--- src/rtl/sevenseg_bcd_driver_pkg.sv ---
// Shared definitions for the seven-segment BCD driver: segment patterns and FSM states.
package sevenseg_bcd_driver_pkg;

  // Active-high segment patterns, bit order {g,f,e,d,c,b,a}
  localparam logic [6:0] SEG_0     = 7'b0111111;
  localparam logic [6:0] SEG_1     = 7'b0000110;
  localparam logic [6:0] SEG_2     = 7'b1011011;
  localparam logic [6:0] SEG_3     = 7'b1001111;
  localparam logic [6:0] SEG_4     = 7'b1100110;
  localparam logic [6:0] SEG_5     = 7'b1101101;
  localparam logic [6:0] SEG_6     = 7'b1111101;
  localparam logic [6:0] SEG_7     = 7'b0000111;
  localparam logic [6:0] SEG_8     = 7'b1111111;
  localparam logic [6:0] SEG_9     = 7'b1101111;
  localparam logic [6:0] SEG_BLANK = 7'b0000000;

  typedef enum logic [1:0] {
    IDLE    = 2'd0,
    CONVERT = 2'd1,
    UPDATE  = 2'd2
  } state_t;

  function automatic logic [6:0] seg_pattern(input logic [3:0] nibble);
    case (nibble)
      4'd0:    return SEG_0;
      4'd1:    return SEG_1;
      4'd2:    return SEG_2;
      4'd3:    return SEG_3;
      4'd4:    return SEG_4;
      4'd5:    return SEG_5;
      4'd6:    return SEG_6;
      4'd7:    return SEG_7;
      4'd8:    return SEG_8;
      4'd9:    return SEG_9;
      default: return SEG_BLANK;
    endcase
  endfunction

endpackage

--- src/rtl/sevenseg_bcd_driver_encode.sv ---
// One BCD digit plus blank flag to an active-high seven-segment pattern.
module sevenseg_encode
  import sevenseg_bcd_driver_pkg::*;
(
  input  logic [3:0] digit,
  input  logic       blank,
  output logic [6:0] seg
);

  always_comb begin
    seg = blank ? SEG_BLANK : seg_pattern(digit);
  end

endmodule

--- src/rtl/sevenseg_bcd_driver.sv ---
// N-digit seven-segment driver: saturate, sequential double-dabble to BCD, static segments.
module sevenseg_bcd_driver
  import sevenseg_bcd_driver_pkg::*;
#(
  parameter int VALUE_W    = 8,
  parameter int DIGITS     = 2,
  parameter int ACTIVE_LOW = 1,
  parameter int BLANK_LZ   = 1
) (
  input  logic                  clk,
  input  logic                  rst,
  input  logic [VALUE_W-1:0]    value,
  input  logic                  load,
  output logic                  ready,
  output logic                  done,
  output logic                  overflow,
  output logic [7*DIGITS-1:0]   seg
);

  localparam int MAXV  = 10**DIGITS - 1;
  localparam int BCD_W = 4 * DIGITS;
  localparam int CMP_W = (VALUE_W > 20) ? VALUE_W : 20;
  localparam int CNT_W = $clog2(VALUE_W + 1);

  state_t              state;
  logic [BCD_W-1:0]    bcd;
  logic [VALUE_W-1:0]  bin;
  logic [CNT_W-1:0]    cnt;
  logic [BCD_W-1:0]    digits;
  logic                cap_ovf;
  logic [VALUE_W-1:0]  v_sat;
  logic [DIGITS-1:0]   blank;
  logic                zero_above;
  logic [7*DIGITS-1:0] seg_hi;

  function automatic logic [BCD_W-1:0] dabble_adjust(input logic [BCD_W-1:0] b);
    logic [BCD_W-1:0] r;
    r = b;
    for (int k = 0; k < DIGITS; k++) begin
      if (r[4*k +: 4] >= 4'd5) r[4*k +: 4] = r[4*k +: 4] + 4'd3;
    end
    return r;
  endfunction

  // Saturation keeps the BCD register from ever needing an extra digit
  always_comb begin
    cap_ovf = (CMP_W'(value) > CMP_W'(MAXV));
    v_sat   = cap_ovf ? VALUE_W'(MAXV) : value;
  end

  always_ff @(posedge clk) begin
    if (rst) begin
      state    <= IDLE;
      ready    <= 1'b1;
      done     <= 1'b0;
      overflow <= 1'b0;
      digits   <= '0;
      cnt      <= '0;
    end else begin
      done <= 1'b0;
      case (state)
        IDLE: begin
          if (load) begin
            bcd      <= '0;
            bin      <= v_sat;
            overflow <= cap_ovf;
            cnt      <= CNT_W'(VALUE_W);
            ready    <= 1'b0;
            state    <= CONVERT;
          end
        end
        CONVERT: begin
          {bcd, bin} <= {dabble_adjust(bcd), bin} << 1;
          cnt        <= cnt - CNT_W'(1);
          if (cnt == CNT_W'(1)) state <= UPDATE;
        end
        UPDATE: begin
          digits <= bcd;
          done   <= 1'b1;
          ready  <= 1'b1;
          state  <= IDLE;
        end
        default: state <= IDLE;
      endcase
    end
  end

  // A digit above the units is blank when it and everything above it is zero
  always_comb begin
    blank      = '0;
    zero_above = 1'b1;
    for (int k = DIGITS - 1; k >= 0; k--) begin
      zero_above = zero_above && (digits[4*k +: 4] == 4'd0);
      blank[k]   = (BLANK_LZ != 0) && (k != 0) && zero_above;
    end
  end

  for (genvar g = 0; g < DIGITS; g++) begin : g_digit
    sevenseg_encode u_enc (
      .digit (digits[4*g +: 4]),
      .blank (blank[g]),
      .seg   (seg_hi[7*g +: 7])
    );
  end

  assign seg = (ACTIVE_LOW != 0) ? ~seg_hi : seg_hi;

endmodule

--- config.mk ---
export PLATFORM = sky130hd
export DESIGN_NAME = sevenseg_bcd_driver
export DESIGN_NICKNAME = d
export VERILOG_FILES = /design/src/rtl/sevenseg_bcd_driver_pkg.sv /design/src/rtl/sevenseg_bcd_driver_encode.sv /design/src/rtl/sevenseg_bcd_driver.sv
export SDC_FILE = /design/constraint.sdc
export NUM_CORES = 1
export LEC_CHECK = 0
export CAP_MARGIN = 20
export CELL_PAD_IN_SITES_DETAIL_PLACEMENT = 0
export CELL_PAD_IN_SITES_GLOBAL_PLACEMENT = 1
export CORE_MARGIN = 4
export CORE_UTILIZATION = 43
export CTS_CLUSTER_SIZE = 16
export DETAILED_ROUTE_END_ITERATION = 12
export GPL_TIMING_DRIVEN = 0
export PLACE_DENSITY = 0.88
export SETUP_SLACK_MARGIN = 0.5
export SLEW_MARGIN = 20
export SYNTH_ARGS = -nofsm -noshare
export SYNTH_HDL_FRONTEND = slang
export SYNTH_HIERARCHICAL = 1
export SYNTH_SLANG_ARGS = --single-unit
--- constraint.sdc ---
create_clock -name clk -period 6.6 [get_ports clk]
set_clock_uncertainty 0.15 [all_clocks]
set_input_delay 1.65 -clock clk [delete_from_list [all_inputs] [get_ports clk]]
set_output_delay 1.65 -clock clk [all_outputs]
set_load 0.03 [all_outputs]
Word level (Yosys, flattened, before mapping) --
Memory sizes are Yosys's and may differ from the RTL's. A register that Yosys moved wholly into a read port is not among the register bits. Cells that the tools add are included.
Word-level totals: bits in registers 33, bits in latches 0, RAM bits 0, bits in read-only memories 224, input bits 11, output and inout port bits 17, word-level logic and storage cells 52, memories kept 2
Memory list:
- (name not given) | words 16, bits a word 7, rd ports 1, clocked after Yosys merged registers in 1, write ports 0, line sevenseg_bcd_driver_pkg.sv:24 | case (nibble)
- (name not given) | words 16, bits a word 7, rd ports 1, clocked after Yosys merged registers in 1, write ports 0, line sevenseg_bcd_driver_pkg.sv:24
Cells by class: add/subtract/negate cells 3, multiply operators 0, div/mod/pow operators 0, magnitude comparators 3, equal/unequal tests 5, shift operators 0, multiplexer cells 20, bitwise logic cells 2, reduce and logical (&&, ||, !) cells 9
Operators with widths (count):
- 8-bit one-hot mux with 2 select lines | 2
- 4-bit 2-to-1 mux | 6
- 8-bit 2-to-1 mux | 3
- 14-bit NOT | 1
- 4-bit by 3-bit >= comparator with 1-bit output, second input constant | 2
- 8-bit by 7-bit > comparator with 1-bit output, second input constant | 1
- 4-bit one-hot mux with 2 select lines | 1
- 2-bit AND reduction | 4
- 7-bit 2-to-1 mux | 1
- 4-bit by 2-bit adder with 4-bit output, second input constant | 1
- 4-bit by 1-bit equality test with 1-bit output, second input constant | 1
- 4-bit logical NOT | 1
- 2-bit 2-to-1 mux | 2
- 2-bit != test, second input constant | 2
- 2-bit one-hot mux with 2 select lines | 1
- 2-bit nonzero test | 2
- 4-bit by 1-bit subtractor with 4-bit output, second input constant | 1
- 3-bit by 2-bit adder with 3-bit output, second input constant | 1
- 3-bit 2-to-1 mux | 1
- 3-bit AND reduction | 1
- 2-bit by 1-bit equality test with 1-bit output, second input constant | 1
- 2-bit equality test, second input constant | 1
- 2-bit logical NOT | 1
- 1-bit 2-to-1 mux | 2
- 2 further kinds | 2

Depth between registers and ports, before layout --
depth after elaboration 4, gate-level depth with buffers 6, depth with buffers taken out 6

Modules after synthesis --
Netlist, hierarchy kept.
By module, submodules not included:
- sevenseg_bcd_driver | times used 1, cells an instance 173, area each 1577.8 um^2, seq. area each 820.8 um^2
- sevenseg_encode | times used 2, cells an instance 31, area each 230.2 um^2, seq. area each 0.0 um^2

Least setup slack after synthesis --
Ideal clock, no wire load.
path type register -> output, start point register digits[5], end point output seg[7], arrival time 1.635 ns, required time 4.800 ns, slack 3.165 ns, cell stages (with the launch flop) 6, path buffers 0, cell sequence dfxtp_1 > nor4_1 > or2_1 > a21o_1 > o31ai_1 > inv_1
On the way: word-level cells in the longest chain between the ends 3
Ends and longest elaborated chain:
- start, declared | line sevenseg_bcd_driver.sv:29 | logic [BCD_W-1:0] digits;
- start signal, assigned | line sevenseg_bcd_driver.sv:57 | digits <= '0;
- start signal, assigned | line sevenseg_bcd_driver.sv:78 | digits <= bcd;
- 4-bit logical NOT | line sevenseg_bcd_driver.sv:93 | zero_above = zero_above && (digits[4*k +: 4] == 4'd0);
- via blank[1] | line sevenseg_bcd_driver.sv:32 | logic [DIGITS-1:0] blank;
- 7-bit 2-to-1 mux | line sevenseg_bcd_driver_encode.sv:11 | seg = blank ? SEG_BLANK : seg_pattern(digit);
- via seg_hi[7] | line sevenseg_bcd_driver.sv:34 | logic [7*DIGITS-1:0] seg_hi;
- 14-bit NOT | line sevenseg_bcd_driver.sv:106 | assign seg = (ACTIVE_LOW != 0) ? ~seg_hi : seg_hi;
- end, declared | line sevenseg_bcd_driver.sv:17 | output logic [7*DIGITS-1:0] seg
The timed path passes the listed nets, and every way through them passes these cells.

Worst setup path after layout --
Same ends and word-level chain as after synthesis.

==> metrics.yaml <==
status:
  status: "finished clean"
synthesis:
  async_flop_share: 0
  ys.flop_type: "dfxtp_1"
  ys_warn_count: 6
  synth_top_area_cell: "edfxtp_1"
  synth_seq_cells: 33
  yosysTopAreaCellShare: 0.2357
  synthCells: 235
  synth.avg_cell_area_um2: 8.673
  seq_area_frac_synth: 0.4027
  synth_area_leaders: "edfxtp_1, dfxtp_1, ha_1"
  synth.distinct_cells: 42
  synth_edf_count: 16
  syn-cell-area_um2: 2038
final_layout:
  final_area_um2: 2505
  drive_above_1_share: 0.07609
  syn2layout_area_growth_pct: 22.90
  multi_input_area_um2: 1090
  final_cell_mix: "nand2_1, inv_1, clkdlybuf4s50_1, a21oi_1, dfxtp_1"
  layout.nets: 302
  diodes: 0
  seqCellArea_um2: 820.8
  mostFrequentLayoutCell: "nand2_1"
  fillerInstances: 428
setup_path:
  critPathRequiredTime_ns: 4.80
  crit_type: "flop to output port"
  worst_ep_arrival_time_ns: 2.48
  endpoint_kind: "output port"
  crit_path_max_incr_delay_ns: 0.66
  path_cells: "nor4_2 -> or2_1 -> a21o_1 -> o31ai_1 -> inv_1 -> clkdlybuf4s50_1"
  rr_startpoint: "bcd[0]"
  path_max_fanout: 8
  crit_start: "digits[5]"
  start_kind: "flop"
  slowest_stage: "clkdlybuf4s50_1"
placed_design:
  io_buffer_count: 26
  routabilityCongestion: 0.7806
  place_ws_ns: 2.286
  placed_cell_area_um2: 2392
  hpwl_um: 2575
routing:
  drc: 0
  wirelength_um: 3515
  routed_via_density: 4.780
  dr.first_iter.drc_count: 45
  post_drt_wl_per_cell_um: 10.72
  vias: 1568
  firstDrtPassIters: 4
  ant_nets: 0
sta:
  tns_ns: 0
  relSlewSlack: 0.4691
  worst_pin_slew_ns: 0.7954
  whs_ns: 0.3215
  slew_viol_final: 0
  max_freq_mhz: 233.6
  hold_violations: 0
  finalSetupViolations: 0
  fin_crit_sh: 0.6486
  fin_crit_ns: 4.281
  fin_ws_ns: 2.319
  rsz0062_at_grt: "false"
floorplanning:
  coreArea_um2: 4474
  die_w_um: 76.85
  ios: 28
  num_rows: 24
  die-height_um: 76.85
  die_area_um2: 5905
  initial_core_util: 0.4555
clock_tree:
  postCtsSetupBuffers: 0
  cts_made_buffers: 5
  cts.repair.resized: 0
  cts_tree: "yes"
  h-tree-depth: 2
  hold_buffers: 0
  insertion_delay_ns: 0.29
  cts.reportedPaths.clkPinSlew_ns: 0.07
  cts_sinks: 33
  cts_root_buf: "clkbuf_8"
  cts_buffer_depth: 2
pwr:
  p_leak_nw: 0.9783
  switchingPower_w: 0.0001276
  p_clk_frac: 0.365
  peakVddDrop_uv: 165.3
  pwr-share-seq: 0.471
  p_per_area_nw_per_um2: 202.4
  p_int_w: 0.0003794
  power_w: 0.0005070
  swShare: 0.2517
  p_comb_frac: 0.164
job:
  cap_viol_max_count: 0
grt:
  grtUsageTotal: 0.1264
  grt_max_degree: 17
  grt_pass1_wl_um: 6154
  first_global_vias: 1439
  overflow: 0
  antenna_found_initial: 0
hold_path:
  hold_class: "flop to flop"
  hp-start: "digits[3]"
-- state kept, by name, indices dropped and copies added (netlist names) --
signal,count
bcd,8
bin,8
digits,8
cnt,4
state,2
done,1
overflow,1
ready,1
-- cell families after synthesis --
family | count (synthesis) | share of synthesized area
buf+inv | 35 | 0.07980
simple gates | 96 | 0.2370
mux | 7 | 0.03499
fa+ha+maj | 16 | 0.09822
compound gates | 44 | 0.1326
flops | 33 | 0.4027
xor+xnor | 3 | 0.01289
other cells | 1 | 0.001840
-- power by group through the flow --
stage | registers, W | logic, W | clock network [W]
5_1_grt | 0.000240 | 0.0000933 | 0.000198
2_1_floorplan | 0.000243 | 0.0000569 | 0
3_3_place_gp | 0.000243 | 0.0000829 | 0
4_1_cts | 0.000239 | 0.0000846 | 0.000191
6_report | 0.000239 | 0.0000833 | 0.000185
3_5_place_dp | 0.000243 | 0.0000843 | 0
-- per-layer routing --
layer | vias to the layer above | share of wire | global-route usage
li1 | 847 | - | -
met1 | 684 | 0.48 | 0.1488
met2 | 31 | 0.45 | 0.2117
met3 | 6 | 0.048 | 0.03864
met4 | 0 | 0.018 | 0.05435
met5 | - | 0 | 0
-- cell type report --
cell class	count	share of cell area
buffer	9	0.02597
sequential	33	0.3277
timing repair buffer	26	0.1039
multi-input combinational	174	0.4351
clock inverter	2	0.01349
inverter	26	0.03896
clock buffer	6	0.02897
tap	52	0.02597
-- path summary, 6_finish.rpt --
check              endpoint  slack (ns)  cells after the start
setup / recovery     seg[7]        2.32                      6
hold / removal    digits[3]        0.32                      2
setup reg to reg     bcd[2]        4.69                      5
hold reg to reg   digits[3]        0.32                      2
-- worst max-delay path, delay by kind of cell, from the launching register on --
family,cells,cell delay [ns]
AND/OR/NAND/NOR,2,0.88
flip-flops,1,0.40
buffers and inverters,2,0.73
AO/OA/AOI/OAI,2,0.19
-- cells in the mapped netlist (2+ instances only) --
library cell and instances:
a21o_1 2, a21oi_1 18, and2_1 2, buf_2 4, buf_6 3, dfxtp_1 17
edfxtp_1 16, ha_1 16, inv_1 26, mux2i_1 6, nand2_1 37, nand2b_1 16
nand2b_4 2, nand3_1 3, nor2_1 16, nor2b_1 6, nor3_1 3, nor4_1 2
o21a_1 2, o21ai_0 4, o21ai_1 2, o22ai_1 6, o31ai_1 2, or2_0 2
or2_1 4, xnor2_1 2
-- per-stage QoR --
stage | cells | utilization
after global routing | 328 | 0.5598
after floorplan | 242 | -
after global placement | 320 | 0.5341
after detailed placement | 320 | 0.5347
after CTS | 328 | 0.5584
final | 328 | 0.5598
Note: power is estimated with default switching activity, not from simulation.
